===== src/rtl/inst_fetch_if.sv =====
// Fetch-stage bundle: instruction-memory request/ack, branch redirect,
// and the decoded instruction handed downstream with valid/ready.
interface inst_fetch_if #(
    parameter int CNT_W = 32
) ();
    logic              imem_req;
    logic [31:0]       imem_addr;
    logic              imem_ack;
    logic [31:0]       imem_rdata;
    logic              redirect;
    logic [31:0]       redirect_pc;
    logic              out_valid;
    logic              out_ready;
    logic [31:0]       out_pc;
    logic [31:0]       out_instr;
    logic [5:0]        op;
    logic [4:0]        rs;
    logic [4:0]        rt;
    logic [4:0]        rd;
    logic [4:0]        shamt;
    logic [5:0]        funct;
    logic [15:0]       imm16;
    logic [CNT_W-1:0]  fetch_cnt;

    modport master (
        output imem_req, imem_addr,
        input  imem_ack, imem_rdata,
        input  redirect, redirect_pc,
        output out_valid,
        input  out_ready,
        output out_pc, out_instr, op, rs, rt, rd, shamt, funct, imm16, fetch_cnt
    );

    modport slave (
        input  imem_req, imem_addr,
        output imem_ack, imem_rdata,
        output redirect, redirect_pc,
        input  out_valid,
        output out_ready,
        input  out_pc, out_instr, op, rs, rt, rd, shamt, funct, imm16, fetch_cnt
    );
endinterface


===== src/rtl/inst_fetch.sv =====
// MIPS instruction fetch stage: PC register, memory request FSM with
// redirect handling, instruction register and decoder field slices.
module inst_fetch #(
    parameter logic [31:0] RESET_PC = 32'h0000_3000,
    parameter int          CNT_W    = 32
) (
    input  logic          clk,
    input  logic          rst_n,
    inst_fetch_if.master  bus
);
    localparam logic [1:0] IDLE  = 2'd0;
    localparam logic [1:0] FETCH = 2'd1;
    localparam logic [1:0] DROP  = 2'd2;
    localparam logic [1:0] HOLD  = 2'd3;

    logic [1:0]       state_r;
    logic [1:0]       state_s;
    logic [31:0]      pc_r;
    logic [31:0]      pc_s;
    logic [31:0]      addr_r;
    logic             req_r;
    logic             valid_r;
    logic [31:0]      instr_r;
    logic [31:0]      opc_r;
    logic [CNT_W-1:0] cnt_r;
    logic             capture_s;
    logic             xfer_s;
    logic [31:0]      redir_s;

    assign redir_s = bus.redirect_pc & 32'hFFFF_FFFC;

    // Next-state, next-PC and capture/transfer decode.
    always_comb begin
        state_s   = state_r;
        pc_s      = pc_r;
        capture_s = 1'b0;
        xfer_s    = 1'b0;
        case (state_r)
            IDLE: begin
                state_s = FETCH;
            end
            FETCH: begin
                if (bus.imem_ack) begin
                    if (bus.redirect) begin
                        pc_s = redir_s;
                    end else begin
                        capture_s = 1'b1;
                        pc_s      = pc_r + 32'd4;
                        state_s   = HOLD;
                    end
                end else if (bus.redirect) begin
                    pc_s    = redir_s;
                    state_s = DROP;
                end else begin
                    state_s = FETCH;
                end
            end
            DROP: begin
                // The outstanding request must still complete; only its data is discarded.
                if (bus.redirect) begin
                    pc_s = redir_s;
                end else begin
                    pc_s = pc_r;
                end
                if (bus.imem_ack) begin
                    state_s = FETCH;
                end else begin
                    state_s = DROP;
                end
            end
            HOLD: begin
                xfer_s = bus.out_ready;
                if (bus.redirect) begin
                    pc_s    = redir_s;
                    state_s = FETCH;
                end else if (bus.out_ready) begin
                    state_s = FETCH;
                end else begin
                    state_s = HOLD;
                end
            end
            default: begin
                state_s = IDLE;
            end
        endcase
    end

    // State, PC, address latch, registered handshake outputs and counter.
    always_ff @(posedge clk) begin
        if (!rst_n) begin
            state_r <= IDLE;
            pc_r    <= RESET_PC;
            addr_r  <= RESET_PC;
            req_r   <= 1'b0;
            valid_r <= 1'b0;
            instr_r <= 32'h0000_0000;
            opc_r   <= 32'h0000_0000;
            cnt_r   <= '0;
        end else begin
            state_r <= state_s;
            pc_r    <= pc_s;
            req_r   <= (state_s == FETCH) || (state_s == DROP);
            valid_r <= (state_s == HOLD);
            // Address only follows the PC while fetching, so DROP keeps the old one.
            if (state_s == FETCH) begin
                addr_r <= pc_s;
            end
            if (capture_s) begin
                instr_r <= bus.imem_rdata;
                opc_r   <= pc_r;
            end
            if (xfer_s) begin
                cnt_r <= cnt_r + {{(CNT_W-1){1'b0}}, 1'b1};
            end
        end
    end

    assign bus.imem_req  = req_r;
    assign bus.imem_addr = addr_r;
    assign bus.out_valid = valid_r;
    assign bus.out_pc    = opc_r;
    assign bus.out_instr = instr_r;
    assign bus.op        = instr_r[31:26];
    assign bus.rs        = instr_r[25:21];
    assign bus.rt        = instr_r[20:16];
    assign bus.rd        = instr_r[15:11];
    assign bus.shamt     = instr_r[10:6];
    assign bus.funct     = instr_r[5:0];
    assign bus.imm16     = instr_r[15:0];
    assign bus.fetch_cnt = cnt_r;
endmodule

===== src/flat_wrapper.sv =====
// flat-port wrapper written by rule: the top's interface ports become plain ports
module inst_fetch_flat 
#(
    parameter logic [31:0] RESET_PC = 32'h0000_3000,
    parameter int          CNT_W    = 32
)
  (clk, rst_n, bus_imem_req, bus_imem_addr, bus_imem_ack, bus_imem_rdata, bus_redirect, bus_redirect_pc, bus_out_valid, bus_out_ready, bus_out_pc, bus_out_instr, bus_op, bus_rs, bus_rt, bus_rd, bus_shamt, bus_funct, bus_imm16, bus_fetch_cnt);
  inst_fetch_if #(.CNT_W(CNT_W)) bus_i ();
  input  logic clk;
  input  logic rst_n;
  output wire logic [$bits(bus_i.imem_req)-1:0] bus_imem_req;
  output wire logic [$bits(bus_i.imem_addr)-1:0] bus_imem_addr;
  input wire logic [$bits(bus_i.imem_ack)-1:0] bus_imem_ack;
  input wire logic [$bits(bus_i.imem_rdata)-1:0] bus_imem_rdata;
  input wire logic [$bits(bus_i.redirect)-1:0] bus_redirect;
  input wire logic [$bits(bus_i.redirect_pc)-1:0] bus_redirect_pc;
  output wire logic [$bits(bus_i.out_valid)-1:0] bus_out_valid;
  input wire logic [$bits(bus_i.out_ready)-1:0] bus_out_ready;
  output wire logic [$bits(bus_i.out_pc)-1:0] bus_out_pc;
  output wire logic [$bits(bus_i.out_instr)-1:0] bus_out_instr;
  output wire logic [$bits(bus_i.op)-1:0] bus_op;
  output wire logic [$bits(bus_i.rs)-1:0] bus_rs;
  output wire logic [$bits(bus_i.rt)-1:0] bus_rt;
  output wire logic [$bits(bus_i.rd)-1:0] bus_rd;
  output wire logic [$bits(bus_i.shamt)-1:0] bus_shamt;
  output wire logic [$bits(bus_i.funct)-1:0] bus_funct;
  output wire logic [$bits(bus_i.imm16)-1:0] bus_imm16;
  output wire logic [$bits(bus_i.fetch_cnt)-1:0] bus_fetch_cnt;
  assign bus_imem_req = bus_i.imem_req;
  assign bus_imem_addr = bus_i.imem_addr;
  assign bus_i.imem_ack = bus_imem_ack;
  assign bus_i.imem_rdata = bus_imem_rdata;
  assign bus_i.redirect = bus_redirect;
  assign bus_i.redirect_pc = bus_redirect_pc;
  assign bus_out_valid = bus_i.out_valid;
  assign bus_i.out_ready = bus_out_ready;
  assign bus_out_pc = bus_i.out_pc;
  assign bus_out_instr = bus_i.out_instr;
  assign bus_op = bus_i.op;
  assign bus_rs = bus_i.rs;
  assign bus_rt = bus_i.rt;
  assign bus_rd = bus_i.rd;
  assign bus_shamt = bus_i.shamt;
  assign bus_funct = bus_i.funct;
  assign bus_imm16 = bus_i.imm16;
  assign bus_fetch_cnt = bus_i.fetch_cnt;
  inst_fetch #(.RESET_PC(RESET_PC), .CNT_W(CNT_W)) u_core (.clk(clk), .rst_n(rst_n), .bus(bus_i));
endmodule

===== config.mk =====
export PLATFORM = sky130hd
export DESIGN_NAME = inst_fetch_flat
export DESIGN_NICKNAME = d
export VERILOG_FILES = /design/src/rtl/inst_fetch_if.sv /design/src/rtl/inst_fetch.sv /design/src/flat_wrapper.sv
export SDC_FILE = /design/constraint.sdc
export NUM_CORES = 1
export LEC_CHECK = 0
export CAP_MARGIN = 20
export CORE_ASPECT_RATIO = 1.2
export CORE_MARGIN = 2
export CORE_UTILIZATION = 50
export DETAILED_ROUTE_END_ITERATION = 10
export PLACE_DENSITY = 0.93
export SLEW_MARGIN = 0
export SYNTH_ARGS = -nofsm -noshare
export SYNTH_HDL_FRONTEND = slang
export SYNTH_SLANG_ARGS = --single-unit

===== constraint.sdc =====
create_clock -name clk -period 5.1 [get_ports clk]
set_input_delay 0.765 -clock clk [delete_from_list [all_inputs] [get_ports clk]]
set_output_delay 0.765 -clock clk [all_outputs]
set_load 0.005 [all_outputs]

==> summary.txt <==
Run status
  – Status: finished, final reports clean

Worst setup path
  – Critical Path End: u_core.bus.imem_addr[16]
  – Crit-path cells: inv_1, nand3_1, o21ai_0, nand2_1, ha_1, inv_1, nor2_1, a32o_1
  – Critical R2R Launch: u_core.state_r[1]
  – CP dominant cell by count: inv_1
  – CP startpoint kind: register
  – Delay of the slowest critical-path stage: around 900 ps
  – CP Max Fanout: 24
  – Delay-heaviest family, CP: flip-flops
  – Worst Reg-to-Reg Cells: 8
  – CP bufs+invs: 2
  – Crit path DAT: just under 4000 ps
  – Crit path depth: 8
  – Worst Setup SP: u_core.state_r[1]
  – Req. time, crit path: approximately 5500 ps
  – R2r setup slk: 1600 ps
  – FF-to-FF End: u_core.bus.imem_addr[16]
  – Critical path class: register to register
  – CP max stage cell: dfxtp_1
  – Worst Setup End Kind: register

STA
  – Final Skew: approximately 11 ps
  – Final period utilization: between 60 and 70%
  – Setup TNS: 0 ps
  – Top achievable clock speed: roughly 0.29 GHz
  – Unrepaired setup endpoints after global routing: false
  – Max_slew headroom: about a third
  – Hold Violations, Final: 0
  – Least-Margin Pin Slew: roughly 1000 ps
  – Tmin final: around 3500 ps
  – Final count of pins violating max slew: 0
  – Final setup violation count: 0

Layout
  – Fill count: ~1200
  – Final Util: around 70%
  – Share of layout cells above drive strength 1: 5.02%
  – # nets final: 1197
  – Finished Layout Cells: 1340
  – Commonest cells after routing, fill and taps aside: clkdlybuf4s50_1 (244), nand2_1 (176), dfxtp_1 (164), a21oi_1 (116), nor2_1 (75)
  – Commonest non-fill, non-tap cell in the layout: clkdlybuf4s50_1
  – Area growth, synth to finish: 36.4%
  – Antenna Cells: 0

Route
  – WL/cell: approximately 18 um
  – DR iter-0 viols: 837
  – DR pass1 iterations: 7
  – Post-route ant nets: 0
  – Via Count: around 7800
  – DR DRC count: 0
  – Routed Wire Length: about 24000 um
  – Via/cell ratio: between 5 and 6

Power and ir drop
  – Logic pwr share: 14.0%
  – Sw frac: between 20% and 30%
  – Total power: roughly 3.2 mW
  – Sw power: 815 uW
  – Clock share of power: roughly 42%
  – Pleak: ~3.6 nW
  – Cell Int Power: roughly 2.4 mW
  – VDD IR max: roughly 0.00022 V
  – Power per cell area: 308 mW/mm^2
  – Sequential share of power: approximately 44%

Floorplanning
  – IO Pins: approximately 250
  – Initial Utilization: between 50 and 60%
  – # rows: 49
  – Core Area: around 0.015 sq mm
  – DIE HEIGHT: 139 um
  – Die area: between 0.015 and 0.02 sq mm
  – Die Wd: about 120 um

Clock network
  – Clk slew on worst S/H paths: roughly 60 ps
  – Root Buffer: clkbuf_16
  – H-tree levels: 4
  – Post-CTS Hold Buffers: 0
  – Clock sinks: 164
  – # resized after CTS: 0
  – CTS tree: yes
  – Post CTS Setup Buffer Count: 0
  – Skew-Pair Late Insertion Delay: 430 ps
  – Clock tree buffer depth: 2
  – Number of buffers created by CTS: 17

Global route
  – Largest net degree at the start of global routing: 72
  – Gr ovfl total: 0
  – Initial antenna violation count: 0
  – First-pass GRT wire length: 37400 um
  – Total GRT Usage: between 20 and 30%
  – Vias in the first global route: 7237

Yosys
  – Syn_nets: between 1000 and 1500
  – Sequential share of the synthesized area: 42.9%
  – Synth Flop Type: dfxtp_1
  – Number of flops mapped to enable cells by yosys: 0
  – Post-synthesis cell type count: 71
  – Syn_area_per_cell: approximately 8 sq um
  – Mapped Area: about 0.0076 sq mm
  – Mapped Cells: roughly 970
  – Post-synthesis async set-or-reset flop share: 0%
  – Ys Warns: 0
  – FF+latch count, synth: between 150 and 200

Placement
  – Placer Congestion: 0.922
  – DP HPWL: 16700 um
  – Buffers on Ports: 244
  – Placed cell count: between 1000 and 1500

Job
  – Max_cap viols: 0

Min path
  – Hold Path Class: register to register
## power by group through the flow
stage	sequential [mW]	combinational (mW)	clock (mW)
6_report	1.41	0.449	1.35
5_1_grt	1.42	0.488	1.43
4_1_cts	1.41	0.446	1.36
3_5_place_dp	1.44	0.441	0
3_3_place_gp	1.43	0.431	0
2_1_floorplan	1.42	0.232	0
## cell usage after synthesis, types with 3 or more instances
cell        n  area (sq um)
dfxtp_1   164          3280
nand4_1    14          87.6
nor3_1     20           100
nor2_1     75           282
and4_1     11          96.3
o22ai_1     5          31.3
a21oi_1   116           581
o21ai_0    49           245
o31ai_1     7          52.6
nand2_1   176           661
ha_1        4          50.1
nand2b_1    4          25.0
nor2b_1     6          37.5
and2_1     12          75.1
o211ai_1    3          22.5
and3_1     11          68.8
o41ai_1     3          26.3
o221ai_1    3          26.3
nor4_1     10          62.6
a31oi_1    14          87.6
a22oi_1     4          30.0
o21a_1      6          45.0
clkbuf_1   47           176
or4_1       4          30.0
buf_4      49           368
o32ai_1     4          35.0
xnor2_1    12           105
buf_1       9          33.8
xor2_1     14           123
buf_2       5          25.0
or3_1      10          62.6
inv_1      15          56.3
mux2i_1     6          60.1
nand3_1    28           140
## worst min-delay path, delay by kind of cell (launching register included)
| kind | cells | cell delay [ps] |
|---|---|---|
| AND/OR/NAND/NOR | 1 | 50 |
| flip-flops | 1 | 310 |
| AO/OA/AOI/OAI | 1 | 50 |
## worst min-delay path by stage
stage	startpoint	end	slack, ps	cells after the start
2_1_floorplan	u_core.pc_r[0]	u_core.bus.out_pc[0]	440	2
3_3_place_gp	u_core.bus.out_pc[10]	u_core.bus.out_pc[10]	440	2
3_5_place_dp	u_core.bus.out_pc[13]	u_core.bus.out_pc[13]	450	2
4_1_cts	u_core.bus.out_pc[27]	u_core.bus.out_pc[27]	450	2
5_1_grt	u_core.bus.out_pc[7]	u_core.bus.out_pc[7]	470	2
6_report	u_core.bus.out_pc[27]	u_core.bus.out_pc[27]	450	2
## area by class of cell
cell class                 count  area, sq um  share of cell area [%]
clock buffer                  19          443                    4.25
clock inverter                12          181                    1.74
timing repair buffer         252         2500                    24.0
multi-input combinational    673         3700                    35.5
tap                          204          255                    2.45
sequential                   164         3280                    31.5
inverter                      16         62.6                   0.600
## per-stage QoR
step	setup WS (ps)	hold slack (ps)	cell area (sq um)
2_1_floorplan	2070	441	7650
3_3_place_gp	1370	441	9800
3_5_place_dp	1310	447	9800
4_1_cts	1700	454	10400
5_1_grt	1320	471	10400
6_report	1600	453	10400
## per-layer routing
layer	GRT usage [%]	share of wire, %	vias to the layer above
met1	33.3	36	3566
met4	14.3	4.7	0
met2	48.9	49	477
met3	8.23	11	98
li1	-	-	3657
met5	0	0	-
## flip-flops by register name, indices dropped and copies added, names as in the netlist
name,count
u_core.bus.fetch_cnt,32
u_core.bus.imem_addr,32
u_core.bus.imem_req,1
u_core.bus.out_instr,32
u_core.bus.out_pc,32
u_core.bus.out_valid,1
u_core.pc_r,32
u_core.state_r,2
## cell families after synthesis
| kind of cell | Yosys count | share of synthesized area [%] |
|---|---|---|
| AND/OR/NAND/NOR | 396 | 24.7 |
| XOR/XNOR | 26 | 2.98 |
| buffers and inverters | 130 | 9.16 |
| multiplexers | 7 | 0.933 |
| flip-flops | 164 | 42.9 |
| AO/OA/AOI/OAI | 240 | 18.7 |
| adder cells (fa/ha/maj) | 4 | 0.654 |
Power figures use the tool's default switching activity.
